$ cat src/rtl/rv32i_types.sv
// Shared RV32I front-end types.
// Contents:
//   XLEN          architectural register/address width
//   PC_STEP       sequential fetch increment in bytes
//   fetch_entry_t one queued fetch result {pc, instr}
//   fetch_state_t fetch FSM states
package rv32i_types;

   localparam int XLEN    = 32;
   localparam int PC_STEP = 4;

   typedef struct packed {
      logic [XLEN-1:0] pc;
      logic [XLEN-1:0] instr;
   } fetch_entry_t;

   // IDLE: no read outstanding. FETCH: read outstanding, result kept.
   // SQUASH: read outstanding, result thrown away when it returns.
   typedef enum logic [1:0] {
      IDLE   = 2'd0,
      FETCH  = 2'd1,
      SQUASH = 2'd2
   } fetch_state_t;

endpackage

$ cat src/rtl/fetch_queue_buffer.sv
// fetch_buffer: parametrised ring buffer of {pc, instr} pairs.
// Ports:
//   clk, rst            clock, synchronous active-high reset
//   clear               drop all entries (pointers and count to 0)
//   enq, enq_pc/instr   push an entry at the tail
//   deq                 pop the head entry (ignored when empty)
//   head_pc/head_instr  head entry, read combinationally from storage
//   count, empty, full  occupancy
module fetch_buffer #(
   parameter  int width = 32,
   parameter  int depth = 8,
   localparam int PTR_W = $clog2(depth),
   localparam int CNT_W = $clog2(depth + 1)
) (
   input  logic             clk,
   input  logic             rst,
   input  logic             clear,
   input  logic             enq,
   input  logic [width-1:0] enq_pc,
   input  logic [width-1:0] enq_instr,
   input  logic             deq,
   output logic [width-1:0] head_pc,
   output logic [width-1:0] head_instr,
   output logic [CNT_W-1:0] count,
   output logic             empty,
   output logic             full
);

   logic [width-1:0] pc_mem    [depth];
   logic [width-1:0] instr_mem [depth];

   logic [PTR_W-1:0] head_reg, tail_reg;
   logic [CNT_W-1:0] count_reg, count_next;
   logic             enq_fire, deq_fire;

   assign empty    = (count_reg == '0);
   assign full     = (count_reg == CNT_W'(depth));
   assign deq_fire = deq & ~empty;
   // A push into a full ring is only safe when the head leaves on the same edge.
   assign enq_fire = enq & (~full | deq_fire);

   always_comb begin
      count_next = count_reg;
      case ({enq_fire, deq_fire})
         2'b10:   count_next = count_reg + CNT_W'(1);
         2'b01:   count_next = count_reg - CNT_W'(1);
         default: count_next = count_reg;
      endcase
   end

   // Pointers are exactly log2(depth) bits, so increment wraps modulo depth.
   always_ff @(posedge clk) begin
      if (rst || clear) begin
         head_reg  <= '0;
         tail_reg  <= '0;
         count_reg <= '0;
      end else begin
         if (enq_fire) tail_reg <= tail_reg + PTR_W'(1);
         if (deq_fire) head_reg <= head_reg + PTR_W'(1);
         count_reg <= count_next;
      end
   end

   // Storage carries no reset; validity is tracked by count alone.
   always_ff @(posedge clk) begin
      if (enq_fire && !clear && !rst) begin
         pc_mem[tail_reg]    <= enq_pc;
         instr_mem[tail_reg] <= enq_instr;
      end
   end

   assign head_pc    = pc_mem[head_reg];
   assign head_instr = instr_mem[head_reg];
   assign count      = count_reg;

endmodule

$ cat src/rtl/fetch_queue.sv
// fetch_queue: instruction fetch unit with a decoupling queue.
// Issues one memory read at a time from fetch_pc, queues kept results and
// handles redirects by flushing the queue and squashing any in-flight read.
// Ports:
//   clk, rst                     clock, synchronous active-high reset
//   i_mem_read/i_mem_address     read request (held until i_mem_resp)
//   i_mem_resp/i_mem_rdata       read completion and data
//   redirect/redirect_pc         flush and restart fetch at redirect_pc
//   deq                          consumer pops the head entry
//   out_valid/out_instr/out_pc   head entry
//   empty, full, count           queue occupancy
module fetch_queue
   import rv32i_types::*;
#(
   parameter  int               width    = 32,
   parameter  int               depth    = 8,
   parameter  logic [width-1:0] RESET_PC = width'(32'h0000_0060),
   localparam int               CNT_W    = $clog2(depth + 1)
) (
   input  logic             clk,
   input  logic             rst,
   input  logic             i_mem_resp,
   input  logic [width-1:0] i_mem_rdata,
   output logic             i_mem_read,
   output logic [width-1:0] i_mem_address,
   input  logic             redirect,
   input  logic [width-1:0] redirect_pc,
   input  logic             deq,
   output logic             out_valid,
   output logic [width-1:0] out_instr,
   output logic [width-1:0] out_pc,
   output logic             empty,
   output logic             full,
   output logic [CNT_W-1:0] count
);

   fetch_state_t     state_reg, state_next;
   logic [width-1:0] fetch_pc_reg, fetch_pc_next;
   logic [width-1:0] squash_pc_reg, squash_pc_next;
   logic             enq;
   logic             deq_fire;

   assign deq_fire = deq & ~empty & ~redirect;

   always_ff @(posedge clk) begin
      if (rst) begin
         state_reg     <= IDLE;
         fetch_pc_reg  <= RESET_PC;
         squash_pc_reg <= RESET_PC;
      end else begin
         state_reg     <= state_next;
         fetch_pc_reg  <= fetch_pc_next;
         squash_pc_reg <= squash_pc_next;
      end
   end

   always_comb begin
      state_next     = state_reg;
      fetch_pc_next  = fetch_pc_reg;
      squash_pc_next = squash_pc_reg;
      enq            = 1'b0;
      case (state_reg)
         IDLE: begin
            if (redirect) begin
               fetch_pc_next = redirect_pc;
            end else if (!full) begin
               state_next = FETCH;
            end
         end
         FETCH: begin
            if (redirect && i_mem_resp) begin
               // Read already finished: nothing left to squash.
               fetch_pc_next = redirect_pc;
               state_next    = IDLE;
            end else if (redirect) begin
               // The bus address must stay put until the stale read returns.
               squash_pc_next = fetch_pc_reg;
               fetch_pc_next  = redirect_pc;
               state_next     = SQUASH;
            end else if (i_mem_resp) begin
               enq           = 1'b1;
               fetch_pc_next = fetch_pc_reg + width'(PC_STEP);
               // This push fills the ring only if it was one short and nothing leaves.
               if (count == CNT_W'(depth - 1) && !deq_fire) begin
                  state_next = IDLE;
               end else begin
                  state_next = FETCH;
               end
            end
         end
         SQUASH: begin
            if (redirect) begin
               fetch_pc_next = redirect_pc;
            end
            if (i_mem_resp) begin
               state_next = IDLE;
            end
         end
         default: begin
            state_next = IDLE;
         end
      endcase
   end

   assign i_mem_read    = (state_reg != IDLE);
   assign i_mem_address = (state_reg == SQUASH) ? squash_pc_reg : fetch_pc_reg;

   fetch_buffer #(
      .width (width),
      .depth (depth)
   ) u_buffer (
      .clk        (clk),
      .rst        (rst),
      .clear      (redirect),
      .enq        (enq),
      .enq_pc     (fetch_pc_reg),
      .enq_instr  (i_mem_rdata),
      .deq        (deq),
      .head_pc    (out_pc),
      .head_instr (out_instr),
      .count      (count),
      .empty      (empty),
      .full       (full)
   );

   assign out_valid = ~empty;

endmodule

$ cat config.mk
export PLATFORM = sky130hd
export DESIGN_NAME = fetch_queue
export DESIGN_NICKNAME = d
export VERILOG_FILES = /design/src/rtl/rv32i_types.sv /design/src/rtl/fetch_queue_buffer.sv /design/src/rtl/fetch_queue.sv
export SDC_FILE = /design/constraint.sdc
export NUM_CORES = 1
export LEC_CHECK = 0
export ABC_AREA = 1
export CAP_MARGIN = 10
export CORE_MARGIN = 8
export CORE_UTILIZATION = 45
export CTS_BUF_LIST = sky130_fd_sc_hd__clkbuf_16
export CTS_CLUSTER_SIZE = 12
export DETAILED_ROUTE_END_ITERATION = 10
export PLACE_DENSITY = 0.66
export SYNTH_ARGS = -nofsm -noshare
export SYNTH_HDL_FRONTEND = slang
export SYNTH_SLANG_ARGS = --single-unit
$ cat constraint.sdc
create_clock -name clk -period 9.9 [get_ports clk]
set_input_delay 1.98 -clock clk [delete_from_list [all_inputs] [get_ports clk]]
set_output_delay 1.98 -clock clk [all_outputs]
set_load 0.05 [all_outputs]
Word level (Yosys, flattened, before mapping)
Memory sizes are Yosys's and may differ from the RTL's. A register that Yosys moved wholly into a read port is not among the register bits.
Cells that the tools add are included.
{"block": "op_classes", "add_sub_neg": 5, "eq_ne": 11, "n_mux": 25, "bitwise_logic": 8, "reduce_logical": 17}
{"cell": "$mux 32", "count": 5}
{"cell": "$pmux 32 s2", "count": 1}
{"cell": "$add 32x3->32 const B", "count": 1}
{"cell": "$mux 2", "count": 6}
{"cell": "$mux 3", "count": 4}
{"cell": "$pmux 4 s2", "count": 1}
{"cell": "$mux 1", "count": 7}
{"cell": "$add 3x1->3 const B", "count": 2}
{"cell": "$ne 2x2->1 const B", "count": 3}
{"cell": "$pmux 2 s3", "count": 1}
{"cell": "$reduce_and 3->1", "count": 2}
{"cell": "$reduce_bool 2->1", "count": 3}
{"cell": "$add 4x1->4 const B", "count": 1}
{"cell": "$eq 2x1->1 const B", "count": 2}
{"cell": "$eq 2x2->1 const B", "count": 2}
{"cell": "$eq 4x3->1 const B", "count": 1}
{"cell": "$eq 4x4->1 const B", "count": 1}
{"cell": "$logic_and 1x1->1", "count": 4}
{"cell": "$logic_not 4->1", "count": 1}
{"cell": "$ne 4x4->1 const B", "count": 1}
{"cell": "$not 1->1", "count": 4}
{"cell": "$reduce_and 4->1", "count": 1}
{"cell": "$sub 4x1->4 const B", "count": 1}
{"cell": "$and 1x1->1", "count": 3}
{"cell": "other kinds (6)", "count": 8}
{"block": "totals", "regBits": 76, "ramBits": 512, "mem_count": 2}
{"name": "u_buffer.instr_mem", "words": 8, "width": 32, "read_ports": 1, "rd_clocked_by_memory_dff": 1, "wr": 1, "line_no": "fetch_queue_buffer.sv:30", "source": "logic [width-1:0] instr_mem [depth];"}
{"name": "u_buffer.pc_mem", "words": 8, "width": 32, "read_ports": 1, "rd_clocked_by_memory_dff": 1, "wr": 1, "line_no": "fetch_queue_buffer.sv:29", "source": "logic [width-1:0] pc_mem [depth];"}

Depth between registers and ports, before layout
{"block": "depth", "ltp_word": 11, "ltp_mapped": 13, "ltp_nobuf": 12}

Modules after synthesis
From an unflattened synthesis, not the netlist that was laid out.
{"block": "unflattened", "hier_cells": 2308, "hier_area_um2": 24524.8}
{"mod": "fetch_buffer", "n_inst": 1, "cells_each": 1671, "area_each_um2": 20667.3}
{"mod": "fetch_queue", "n_inst": 1, "cells_each": 637, "area_each_um2": 3857.4}

Worst setup path after synthesis
OpenSTA, ideal clock, no wires.
{"block": "synth_timing", "kind": "input -> register", "from": "in i_mem_resp", "to": "mem u_buffer.instr_mem[2][0], enable pin", "arrival_ps": 8669, "required_time_ps": 9256, "setup_slack_ps": 587, "stages": 6, "cell_sequence": "nand2_1 nor3_1 nand2_1 inv_1 nand2_1 nor4_1"}
{"block": "synth_via", "elab_chain_cells": 9}
{"item": "start, declared", "line_no": "fetch_queue.sv:22", "source": "input logic i_mem_resp,"}
{"item": "$mux 1", "line_no": "fetch_queue.sv:80", "source": "end else if (i_mem_resp) begin"}
{"item": "$mux 1", "line_no": "fetch_queue.sv:75", "source": "end else if (redirect) begin"}
{"item": "$mux 1 (*)", "line_no": "fetch_queue.sv:71", "source": "if (redirect && i_mem_resp) begin"}
{"item": "$mux 1 (*)", "line_no": "fetch_queue.sv:62", "source": "case (state_reg)"}
{"item": "$and 1x1->1 (*)", "line_no": "fetch_queue_buffer.sv:40", "source": "assign enq_fire = enq & (~full | deq_fire);"}
{"item": "$logic_and 1x1->1 (*) (2 in series)", "line_no": "fetch_queue_buffer.sv:66", "source": "if (enq_fire && !clear && !rst) begin"}
{"item": "$mux 1 (*)", "line_no": "fetch_queue_buffer.sv:66"}
{"item": "$mux 1 (implied by the code) (*)", "line_no": "fetch_queue_buffer.sv:68", "source": "instr_mem[tail_reg] <= enq_instr;"}
{"item": "end, declared", "line_no": "fetch_queue_buffer.sv:30"}
Mark *: on every way between the ends. The rest lies on a longest branch, timed or not.

==> out/qor.yml <==
cts_setup_buffers: 0
muxShareOfSynthArea: 0
vias: 16700
hold_path_class: "reg -> reg"
yosysSeqAreaShare: 0.706
synthToLayoutAreaGrowth_pct: 16.9
vias_per_cell: 5.51
io_buffers: 172
synthAdderAreaFrac: 0.00344
period_needed_ns: 7.10
p_total_mw: 5.18
cts.repair.resized: 0
fmax_mhz: 141
required_ns: 7.92
drv_slew: 0
ctsHoldBuffers: 0
finalCritPeriodShare: 0.717
track_usage: 0.192
cts_made_buffers: 59
synth_top_family_by_area: "simple AND/OR/NAND/NOR gates"
setup_violations: 0
crit_path_end_kind: "primary output"
yosys.area_share.simple: 0.138
wl_um: 59700
skew_ns: 0.0170
cts_root_buf: "clkbuf_16"
worst-r2r-cell-count: 7
clockBufferDepth: 3
synth_cell_type_count: 38
antenna_found_initial: 0
arrival_ns: 5.12
drt_pre_antenna_iters: 7
drtIter0Drc: 1248
dieArea_sq_mm: 0.0611
regToRegStartpoint: "state_reg[0]"
place_congestion: 0.848
cts.htree.levels: 2
clk_latency_ns: 0.60
clkSlewWorstSetupHoldPaths_ns: 0.06
wl_per_cell_um: 19.7
fin_area_sq_mm: 0.0281
grt_start_max_net_pins: 150
synth_seq_cells: 591
nets: 2380
grt_pass1_vias: 16200
slew_headroom: 0.246
ant_nets: 0
dpl_cell_area_sq_mm: 0.0263
r2r_setup_slack_ns: 6.36
cts_tree: "built"
setup-tns-final_ns: 0
synthesis.area_sq_mm: 0.0240
rows: 84
synth_compound_area_frac: 0.118
drive_gt1_frac: 0.0513
crit_path_start_kind: "flop"
synthXorXnorAreaFrac: 0.00146
core_region_area_sq_mm: 0.0527
start_util: 0.456
max_cap_viol_count: 0
clock_sinks: 591
synth_cells: 2175
avgSynthCellArea_sq_um: 11.0
finalHoldViolCount: 0
dp_hpwl_um: 33400
crit_type: "reg -> out"
synth_edf_count: 512
synth-async-reset-ratio: 0
path_max_fanout: 100
ios: 173
ir_drop_mv: 0.149
worst_pin_slew_ns: 1.13
die-height_um: 247
drcViolationCount: 0
yosys_most_used_dff: "edfxtp_1"
grt_overflow: 0
outcome: "finished clean"
antennaDiodeCount: 0
synth_nets: 2250
cellLeakagePower_nw: 9.50
grt_pass1_wl_um: 92000
ys_warn_count: 0
p_per_area_mw_per_mm2: 184
rsz0062_at_grt: "false"
reg_top3: "u_buffer.instr_mem: 256 flops, u_buffer.pc_mem: 256 flops"
whs_endpoint: "squash_pc_reg[6]"
hp-start: "squash_pc_reg[6]"
die_w_um: 247
holdPathStages: 2
r2r-end: "u_buffer.pc_mem[5][23]"
-- synthesized netlist by cell type (all sizes together) (2+ instances only) --
library cell	n	share of area
buf	53	0.012
o21ai	334	0.070
nor3	10	0.0026
nor2	565	0.089
nand3	39	0.0081
inv	58	0.0091
o22ai	64	0.017
o211ai	2	0.00062
or2	3	0.00078
edfxtp	512	0.64
a31oi	68	0.018
nor4	2	0.00052
dfxtp	79	0.066
xor2	3	0.0011
ha	5	0.0026
clkbuf	78	0.012
nand2	225	0.035
a21oi	59	0.012
nand3b	3	0.00094
nand4	5	0.0013
-- worst max-delay path, cell delays in order, from the launching register on --
cell,delay [ns]
dfxtp_4,1.05
buf_4,0.84
buf_4,0.76
nor2_1,0.11
o22ai_1,0.16
nor2_1,0.06
a31oi_1,0.47
clkdlybuf4s50_1,0.92
-- per-layer routing --
layer	up-vias	wire length, um	global-route usage
li1	7924	-	-
met1	8113	26000	0.254
met2	551	28200	0.318
met3	93	4110	0.0390
met4	0	1390	0.0537
met5	-	0	0
-- area by class of cell --
type	instances	area (sq um)
clock buffers	61	1530
clock inverters	36	224
fillers	4429	24600
inverters	59	231
multi-input cells	1394	6340
flip-flops and latches	591	17000
well taps	688	861
repair buffers	200	1930
-- layout by cell type, fill, tap and decap left out, drive strengths merged --
master and instances:
nor2 565, edfxtp 512, o21ai 334, nand2 225, clkdlybuf4s50 172, inv 80
dfxtp 79, a31oi 68, o22ai 64, clkbuf 61, a21oi 59, nand3 39
buf 28, clkinv 11, nor3 10, nand4 5, ha 5, nand3b 3
xor2 3, bufinv 3, or2 3, nor4 2, o211ai 2, xnor2 1
o21a 1, nor2b 1, o31ai 1, o221ai 1, a211oi 1, fa 1
clkinvlp 1
-- cell families (layout without fill, tap and decap cells) --
group / Yosys count / in the layout
simple gates: 853 / 853
flops: 591 / 591
compound gates: 531 / 531
buf+inv: 190 / 356
fa+ha+maj: 6 / 6
xor+xnor: 4 / 4
-- power by group --
| group | total (mW) | switching (mW) | internal (mW) | leakage (nW) |
|---|---|---|---|---|
| registers | 2.79 | 0.0520 | 2.74 | 5.25 |
| logic | 0.340 | 0.229 | 0.111 | 3.31 |
| clock network | 2.05 | 0.875 | 1.17 | 0.939 |
-- through the flow --
stage / std cells / utilization / setup WS [ns] / hold slack (ns)
6_report: 3029 / 0.533 / 2.80 / 0.464
5_1_grt: 3029 / 0.533 / 2.56 / 0.501
4_1_cts: 3029 / 0.533 / 2.89 / 0.471
3_5_place_dp: 2932 / 0.500 / 3.55 / 0.457
3_3_place_gp: 2932 / 0.500 / 3.61 / 0.441
2_1_floorplan: 2175 / - / 0.587 / 0.429
-- worst max-delay path by stage --
stage | endpoint | slack, ns | cells past startpoint
after floorplan | u_buffer.instr_mem[2][0] | 0.59 | 6
after global placement | out_pc[18] | 3.61 | 7
after detailed placement | out_pc[18] | 3.55 | 7
after CTS | out_pc[18] | 2.89 | 7
after global routing | out_pc[18] | 2.56 | 7
final | out_pc[18] | 2.80 | 7
No activity file was read; power rests on OpenSTA's default activity.
